==> src/rtl/id_ex_stage_pkg.sv <==
// Shared definitions for the ID/EX pipeline stage: ALU opcodes,
// forward-select encoding and a saturating counter helper.
package id_ex_stage_pkg;

   // ALU operation encodings carried from decode into execute
   localparam logic [3:0] ALU_ADD = 4'b0000;
   localparam logic [3:0] ALU_SUB = 4'b0001;
   localparam logic [3:0] ALU_AND = 4'b0010;
   localparam logic [3:0] ALU_OR  = 4'b0011;
   localparam logic [3:0] ALU_XOR = 4'b0100;

   // Width of the bubble/flush event counter
   localparam int unsigned BCNT_W = 16;

   // Which pipeline stage supplies an EX operand
   typedef enum logic [1:0] {
      FWD_NONE  = 2'b00,
      FWD_EXMEM = 2'b01,
      FWD_MEMWB = 2'b10
   } fwd_sel_e;

   // Increment that sticks at all-ones instead of wrapping
   function automatic logic [BCNT_W-1:0] sat_inc(input logic [BCNT_W-1:0] value);
      logic [BCNT_W-1:0] result;
      if (value == {BCNT_W{1'b1}}) begin
         result = value;
      end else begin
         result = value + {{(BCNT_W-1){1'b0}}, 1'b1};
      end
      return result;
   endfunction

endpackage

==> src/rtl/id_ex_stage_fwd_unit.sv <==
// Operand forwarding for one EX source register. The youngest producer
// (EX/MEM) beats the older one (MEM/WB); register 0 is never forwarded.
import id_ex_stage_pkg::*;

module fwd_unit #(
   parameter int XLEN = 32,
   parameter int RW   = 5
) (
   input  logic [RW-1:0]   ex_rs,
   input  logic [XLEN-1:0] ex_rdata,
   input  logic            exmem_regwrite,
   input  logic [RW-1:0]   exmem_rd,
   input  logic [XLEN-1:0] exmem_result,
   input  logic            memwb_regwrite,
   input  logic [RW-1:0]   memwb_rd,
   input  logic [XLEN-1:0] memwb_result,
   output logic [XLEN-1:0] fwd_data
);

   fwd_sel_e sel_s;
   logic     exmem_hit_s;
   logic     memwb_hit_s;

   // Detect producers that write the register EX is about to read
   always_comb begin
      exmem_hit_s = exmem_regwrite && (exmem_rd != {RW{1'b0}}) && (exmem_rd == ex_rs);
      memwb_hit_s = memwb_regwrite && (memwb_rd != {RW{1'b0}}) && (memwb_rd == ex_rs);
      if (exmem_hit_s) begin
         sel_s = FWD_EXMEM;
      end else if (memwb_hit_s) begin
         sel_s = FWD_MEMWB;
      end else begin
         sel_s = FWD_NONE;
      end
   end

   // Route the selected source onto the operand
   always_comb begin
      case (sel_s)
         FWD_EXMEM: fwd_data = exmem_result;
         FWD_MEMWB: fwd_data = memwb_result;
         FWD_NONE:  fwd_data = ex_rdata;
         default:   fwd_data = ex_rdata;
      endcase
   end

endmodule

==> src/rtl/id_ex_stage.sv <==
// ID/EX pipeline register with load-use hazard detection, bubble
// insertion, flush/stall control and operand forwarding into the ALU.
import id_ex_stage_pkg::*;

module id_ex_stage #(
   parameter int XLEN = 32,
   parameter int RW   = 5
) (
   input  logic            clk,
   input  logic            reset,
   input  logic            stall,
   input  logic            flush,
   input  logic            id_valid,
   input  logic [RW-1:0]   id_rs1,
   input  logic [RW-1:0]   id_rs2,
   input  logic [RW-1:0]   id_rd,
   input  logic [XLEN-1:0] id_rdata1,
   input  logic [XLEN-1:0] id_rdata2,
   input  logic [XLEN-1:0] id_imm,
   input  logic            id_alusrc,
   input  logic [3:0]      id_aluop,
   input  logic            id_regwrite,
   input  logic            id_memread,
   input  logic            id_memwrite,
   input  logic            exmem_regwrite,
   input  logic [RW-1:0]   exmem_rd,
   input  logic [XLEN-1:0] exmem_result,
   input  logic            memwb_regwrite,
   input  logic [RW-1:0]   memwb_rd,
   input  logic [XLEN-1:0] memwb_result,
   output logic [XLEN-1:0] data1,
   output logic [XLEN-1:0] data2,
   output logic [3:0]      aluoperation,
   output logic            ex_valid,
   output logic [RW-1:0]   ex_rd,
   output logic            ex_regwrite,
   output logic            ex_memread,
   output logic            ex_memwrite,
   output logic [XLEN-1:0] ex_store_data,
   output logic            load_use_hazard,
   output logic [15:0]     bubble_count
);

   // EX stage state
   logic              ex_valid_q,    ex_valid_d;
   logic [RW-1:0]     ex_rs1_q,      ex_rs1_d;
   logic [RW-1:0]     ex_rs2_q,      ex_rs2_d;
   logic [RW-1:0]     ex_rd_q,       ex_rd_d;
   logic [XLEN-1:0]   ex_rdata1_q,   ex_rdata1_d;
   logic [XLEN-1:0]   ex_rdata2_q,   ex_rdata2_d;
   logic [XLEN-1:0]   ex_imm_q,      ex_imm_d;
   logic              ex_alusrc_q,   ex_alusrc_d;
   logic [3:0]        ex_aluop_q,    ex_aluop_d;
   logic              ex_regwrite_q, ex_regwrite_d;
   logic              ex_memread_q,  ex_memread_d;
   logic              ex_memwrite_q, ex_memwrite_d;
   logic [BCNT_W-1:0] bubble_count_q, bubble_count_d;

   logic              hazard_s;
   logic              kill_s;
   logic [XLEN-1:0]   fwd1_s;
   logic [XLEN-1:0]   fwd2_s;

   // Load-use hazard: the instruction in EX is a load whose destination
   // the instruction in ID reads, so its data is not yet available.
   always_comb begin
      hazard_s = id_valid && ex_valid_q && ex_memread_q &&
                 (ex_rd_q != {RW{1'b0}}) &&
                 ((ex_rd_q == id_rs1) || (ex_rd_q == id_rs2));
      // A flush always empties EX; a hazard does so only when not stalled
      kill_s = flush || (!stall && hazard_s);
   end

   // Next EX contents: empty slot on flush/bubble, hold on stall, else load ID
   always_comb begin
      ex_valid_d     = ex_valid_q;
      ex_rs1_d       = ex_rs1_q;
      ex_rs2_d       = ex_rs2_q;
      ex_rd_d        = ex_rd_q;
      ex_rdata1_d    = ex_rdata1_q;
      ex_rdata2_d    = ex_rdata2_q;
      ex_imm_d       = ex_imm_q;
      ex_alusrc_d    = ex_alusrc_q;
      ex_aluop_d     = ex_aluop_q;
      ex_regwrite_d  = ex_regwrite_q;
      ex_memread_d   = ex_memread_q;
      ex_memwrite_d  = ex_memwrite_q;
      bubble_count_d = bubble_count_q;
      if (kill_s) begin
         ex_valid_d     = 1'b0;
         ex_rs1_d       = {RW{1'b0}};
         ex_rs2_d       = {RW{1'b0}};
         ex_rd_d        = {RW{1'b0}};
         ex_rdata1_d    = {XLEN{1'b0}};
         ex_rdata2_d    = {XLEN{1'b0}};
         ex_imm_d       = {XLEN{1'b0}};
         ex_alusrc_d    = 1'b0;
         ex_aluop_d     = ALU_ADD;
         ex_regwrite_d  = 1'b0;
         ex_memread_d   = 1'b0;
         ex_memwrite_d  = 1'b0;
         bubble_count_d = sat_inc(bubble_count_q);
      end else if (stall) begin
         // every EX register keeps its value (defaults above)
         ex_valid_d = ex_valid_q;
      end else begin
         ex_valid_d  = id_valid;
         ex_rs1_d    = id_rs1;
         ex_rs2_d    = id_rs2;
         ex_rd_d     = id_rd;
         ex_rdata1_d = id_rdata1;
         ex_rdata2_d = id_rdata2;
         ex_imm_d    = id_imm;
         if (id_valid) begin
            ex_alusrc_d   = id_alusrc;
            ex_aluop_d    = id_aluop;
            ex_regwrite_d = id_regwrite;
            ex_memread_d  = id_memread;
            ex_memwrite_d = id_memwrite;
         end else begin
            ex_alusrc_d   = 1'b0;
            ex_aluop_d    = ALU_ADD;
            ex_regwrite_d = 1'b0;
            ex_memread_d  = 1'b0;
            ex_memwrite_d = 1'b0;
         end
      end
   end

   // EX pipeline registers with asynchronous clear
   always_ff @(posedge clk or posedge reset) begin
      if (reset) begin
         ex_valid_q     <= 1'b0;
         ex_rs1_q       <= {RW{1'b0}};
         ex_rs2_q       <= {RW{1'b0}};
         ex_rd_q        <= {RW{1'b0}};
         ex_rdata1_q    <= {XLEN{1'b0}};
         ex_rdata2_q    <= {XLEN{1'b0}};
         ex_imm_q       <= {XLEN{1'b0}};
         ex_alusrc_q    <= 1'b0;
         ex_aluop_q     <= ALU_ADD;
         ex_regwrite_q  <= 1'b0;
         ex_memread_q   <= 1'b0;
         ex_memwrite_q  <= 1'b0;
         bubble_count_q <= {BCNT_W{1'b0}};
      end else begin
         ex_valid_q     <= ex_valid_d;
         ex_rs1_q       <= ex_rs1_d;
         ex_rs2_q       <= ex_rs2_d;
         ex_rd_q        <= ex_rd_d;
         ex_rdata1_q    <= ex_rdata1_d;
         ex_rdata2_q    <= ex_rdata2_d;
         ex_imm_q       <= ex_imm_d;
         ex_alusrc_q    <= ex_alusrc_d;
         ex_aluop_q     <= ex_aluop_d;
         ex_regwrite_q  <= ex_regwrite_d;
         ex_memread_q   <= ex_memread_d;
         ex_memwrite_q  <= ex_memwrite_d;
         bubble_count_q <= bubble_count_d;
      end
   end

   fwd_unit #(.XLEN(XLEN), .RW(RW)) u_fwd_rs1 (
      .ex_rs          (ex_rs1_q),
      .ex_rdata       (ex_rdata1_q),
      .exmem_regwrite (exmem_regwrite),
      .exmem_rd       (exmem_rd),
      .exmem_result   (exmem_result),
      .memwb_regwrite (memwb_regwrite),
      .memwb_rd       (memwb_rd),
      .memwb_result   (memwb_result),
      .fwd_data       (fwd1_s)
   );

   fwd_unit #(.XLEN(XLEN), .RW(RW)) u_fwd_rs2 (
      .ex_rs          (ex_rs2_q),
      .ex_rdata       (ex_rdata2_q),
      .exmem_regwrite (exmem_regwrite),
      .exmem_rd       (exmem_rd),
      .exmem_result   (exmem_result),
      .memwb_regwrite (memwb_regwrite),
      .memwb_rd       (memwb_rd),
      .memwb_result   (memwb_result),
      .fwd_data       (fwd2_s)
   );

   // ALU operands: forwarding is combinational so it adds no latency
   always_comb begin
      data1 = fwd1_s;
      if (ex_alusrc_q) begin
         data2 = ex_imm_q;
      end else begin
         data2 = fwd2_s;
      end
      ex_store_data = fwd2_s;
   end

   // Control outputs are gated by valid so an empty slot never has side effects
   always_comb begin
      aluoperation    = ex_aluop_q;
      ex_valid        = ex_valid_q;
      ex_rd           = ex_rd_q;
      ex_regwrite     = ex_regwrite_q && ex_valid_q;
      ex_memread      = ex_memread_q  && ex_valid_q;
      ex_memwrite     = ex_memwrite_q && ex_valid_q;
      load_use_hazard = hazard_s;
      bubble_count    = bubble_count_q;
   end

endmodule

==> config.mk <==
export PLATFORM = sky130hd
export DESIGN_NAME = id_ex_stage
export DESIGN_NICKNAME = d
export VERILOG_FILES = /design/src/rtl/id_ex_stage_pkg.sv /design/src/rtl/id_ex_stage_fwd_unit.sv /design/src/rtl/id_ex_stage.sv
export SDC_FILE = /design/constraint.sdc
export NUM_CORES = 1
export LEC_CHECK = 0
export CAP_MARGIN = 40
export CORE_MARGIN = 8
export CORE_UTILIZATION = 43
export DETAILED_ROUTE_END_ITERATION = 8
export PLACE_DENSITY = 0.9
export SLEW_MARGIN = 5
export SYNTH_ARGS = -nofsm -noshare
export SYNTH_HDL_FRONTEND = slang
export SYNTH_SLANG_ARGS = --single-unit
export TNS_END_PERCENT = 100
==> constraint.sdc <==
create_clock -name clk -period 6.7 [get_ports clk]
set_input_delay 1.675 -clock clk [delete_from_list [all_inputs] [get_ports clk]]
set_output_delay 1.675 -clock clk [all_outputs]
set_load 0.01 [all_outputs]
==> flow_metrics.tcl <==
set metrics [dict create \
    final_common_cell "clkdlybuf4s50_1" \
    status "finished clean" \
    placed_area_um2 10800 \
    cap_violations 0 \
    post-route-period-util_pct 95.56 \
    rsz0062_at_grt "false" \
    area_growth_pct 56.23 \
    slew_headroom_pct 45.17 \
    hp-class "flop to flop" \
    io-pin-count 326 \
    antenna_found_initial 3 \
    synth-edff-count 0 \
    die_width_um 146.3 \
    tightest_slew_ns 0.8225 \
    drt_iter0_markers 614 \
    maxSlewViolCount 0 \
    synth_cells 781 \
    dpl.hpwl_mm 21.27 \
    fmaxAchievable_mhz 156.2 \
    ys.flop_type "dfrtp_1" \
    htreeDepth 4 \
    ys_types 39 \
    crit_chain "clkdlybuf4s50_1 > or4_1 > o21ai_2 > nor4_1 > nor2b_4 > buf_4 > a222oi_1 > mux2i_1 > clkdlybuf4s50_1" \
    ctsHoldBuffers 0 \
    mostFrequentLayoutCells "clkdlybuf4s50_1, nand2_1, dfrtp_1" \
    fin_skew_ns 0.007674 \
    crit_slowest_cell "nor2b_4" \
    worstSkewPairLatency_ns 0.42 \
    wl_mm 28.67 \
    setup_tns_ns 0 \
    cp.arrival_ns 4.73 \
    crit_type "input port to output pin" \
    nets 1284 \
    wl_per_cell_um 21.80 \
    yosysWarnings 0 \
    die_h_um 146.3 \
    drive_above_1_share_pct 5.571 \
    power-per-cell-area_nw_per_um2 215.7 \
    finalCriticalPeriod_ns 6.402 \
    synth_seq_area_share_pct 46.65 \
    cts_tree "yes" \
    die_area_um2 21390 \
    stdcell_area_um2 11400 \
    port_buffers 325 \
    cts_made_buffers 17 \
    fin_hold_ws_ns 0.4817 \
    clock_sinks 136 \
    max_stage_delay_ns 0.58 \
    via_per_inst 5.600 \
    worst_ir_drop_vdd_v 0.0001725 \
    drc 0 \
    cts_setup_buffers 0 \
    async_reset_ff_share_pct 100.0 \
    antenna_cells 0 \
    cts_resized 0 \
    first_pass_iters 8 \
    finalPower_mw 2.459 \
    syn-num-nets 982 \
    cp.required_ns 5.03 \
    gp_congestion 0.8922 \
    crit_path_frequent_cell "clkdlybuf4s50_1" \
    placementRows 47 \
    fillCellCount 1231 \
    grt_pass1_wl_mm 44.50 \
    p_leak_nw 4.822 \
    max-clock-path-buffers 2 \
    syn_area_per_cell_um2 9.342 \
    setup_viol_count_final 0 \
    path_clk_slew_ns 0.06 \
    netlist_area_um2 7296 \
    grt_use_total_pct 26.28 \
    critPathMaxFanout 14 \
    start_util_pct 43.99 \
    core_um2 16580 \
    drt.antenna.violating_nets 0 \
    overflow 0 \
    endpoint_kind "output pin" \
    via_count 7364 \
    crit_path_start_kind "input port" \
    synth_seq_cells 136 \
    final-hold-violation-count 0 \
    first_global_vias 7803 \
    root_buffer "clkbuf_16" \
    multi_input_area_um2 3428 \
    grt_max_degree 75 \
    regArea_um2 3405 \
]
[worst max-delay path: cells and delay by family]
kind / cells / cell delay [ns]
buf+inv: 3 / 1.36
simple gates: 3 / 1.28
mux: 1 / 0.22
compound gates: 2 / 0.17
[Yosys cell counts, types with 7 or more instances]
library cell / count / area (um2)
xor2_1: 18 / 157.7
xnor2_1: 26 / 227.7
a21oi_1: 65 / 325.3
mux2i_1: 64 / 640.6
o21ai_0: 32 / 160.2
nand2_1: 162 / 608.1
inv_1: 66 / 247.7
nor2_1: 7 / 26.28
a222oi_1: 32 / 320.3
dfrtp_1: 136 / 3403
a22o_1: 49 / 429.2
nand3_1: 19 / 95.09
a32o_1: 8 / 80.08
buf_2: 19 / 95.09
clkbuf_1: 32 / 120.1
and3_1: 7 / 43.79
[metal layers]
metal  up-vias  track usage (%)  part of all wire [%]
met1      3541            29.38                    37
met3        76            8.282                   9.5
li1       3340                -                     -
met4         6            12.16                   3.9
met5         -                0                  0.13
met2       401            44.93                    49
[flip-flops by register name (all words and copies together), names as in the netlist]
signal         cells
ex_regwrite_q      1
ex_memread_q       1
ex_rdata2_q       32
ex_imm_q          32
ex_rdata1_q       32
ex_rd              5
ex_rs1_q           5
ex_memwrite_q      1
ex_rs2_q           5
aluoperation       4
ex_alusrc_q        1
ex_valid           1
bubble_count      16
[cell type report]
| cell class | count | share of cell area [%] |
|---|---|---|
| clock buffer | 18 | 3.853 |
| clock inverter | 13 | 1.361 |
| inverter | 66 | 2.217 |
| multi-input combinational | 521 | 30.08 |
| sequential | 136 | 29.87 |
| tap | 220 | 2.415 |
| timing repair buffer | 341 | 30.21 |
[cell families (layout without fill, tap and decap cells)]
kind of cell,Yosys count,count (layout),synth area share [%]
muxes,65,65,8.935
and+or+nand+nor,220,220,13.31
DFF,136,136,46.65
buffers and inverters,124,438,7.014
xor gates and xnor gates,44,44,5.282
AOI/OAI and AO/OA,191,191,18.64
adders and majority gates,1,1,0.1715
[worst paths after layout]
check / from / endpoint / slack [ns] / cells past startpoint
worst max-delay path: memwb_rd[4] / data2[15] / 0.30 / 9
worst min-delay path: ex_memread_q / ex_memread_q / 0.48 / 1
min in group asynchronous: reset / ex_rdata1_q[1] / 1.73 / 2
worst max register to register: ex_rd[3] / ex_rdata2_q[19] / 4.10 / 6
max in group asynchronous: reset / ex_rdata1_q[21] / 3.68 / 3
worst min register to register: ex_memread_q / ex_memread_q / 0.48 / 1
[power by group]
group / switching, mW / internal [mW] / leakage (nW)
Sequential: 0.0618 / 0.883 / 1.80
Combinational: 0.247 / 0.318 / 2.74
Clock: 0.359 / 0.590 / 0.287
Total: 0.668 / 1.79 / 4.82
[per-stage QoR]
stage	cells	worst slack [ns]	util, %
6_report	1315	0.2978	68.73
5_1_grt	1315	0.2373	68.73
4_1_cts	1315	0.3250	68.73
3_5_place_dp	1284	0.3513	65.15
3_3_place_gp	1282	0.4023	64.94
2_1_floorplan	781	1.386	-
(Power assumes the default switching activity.)
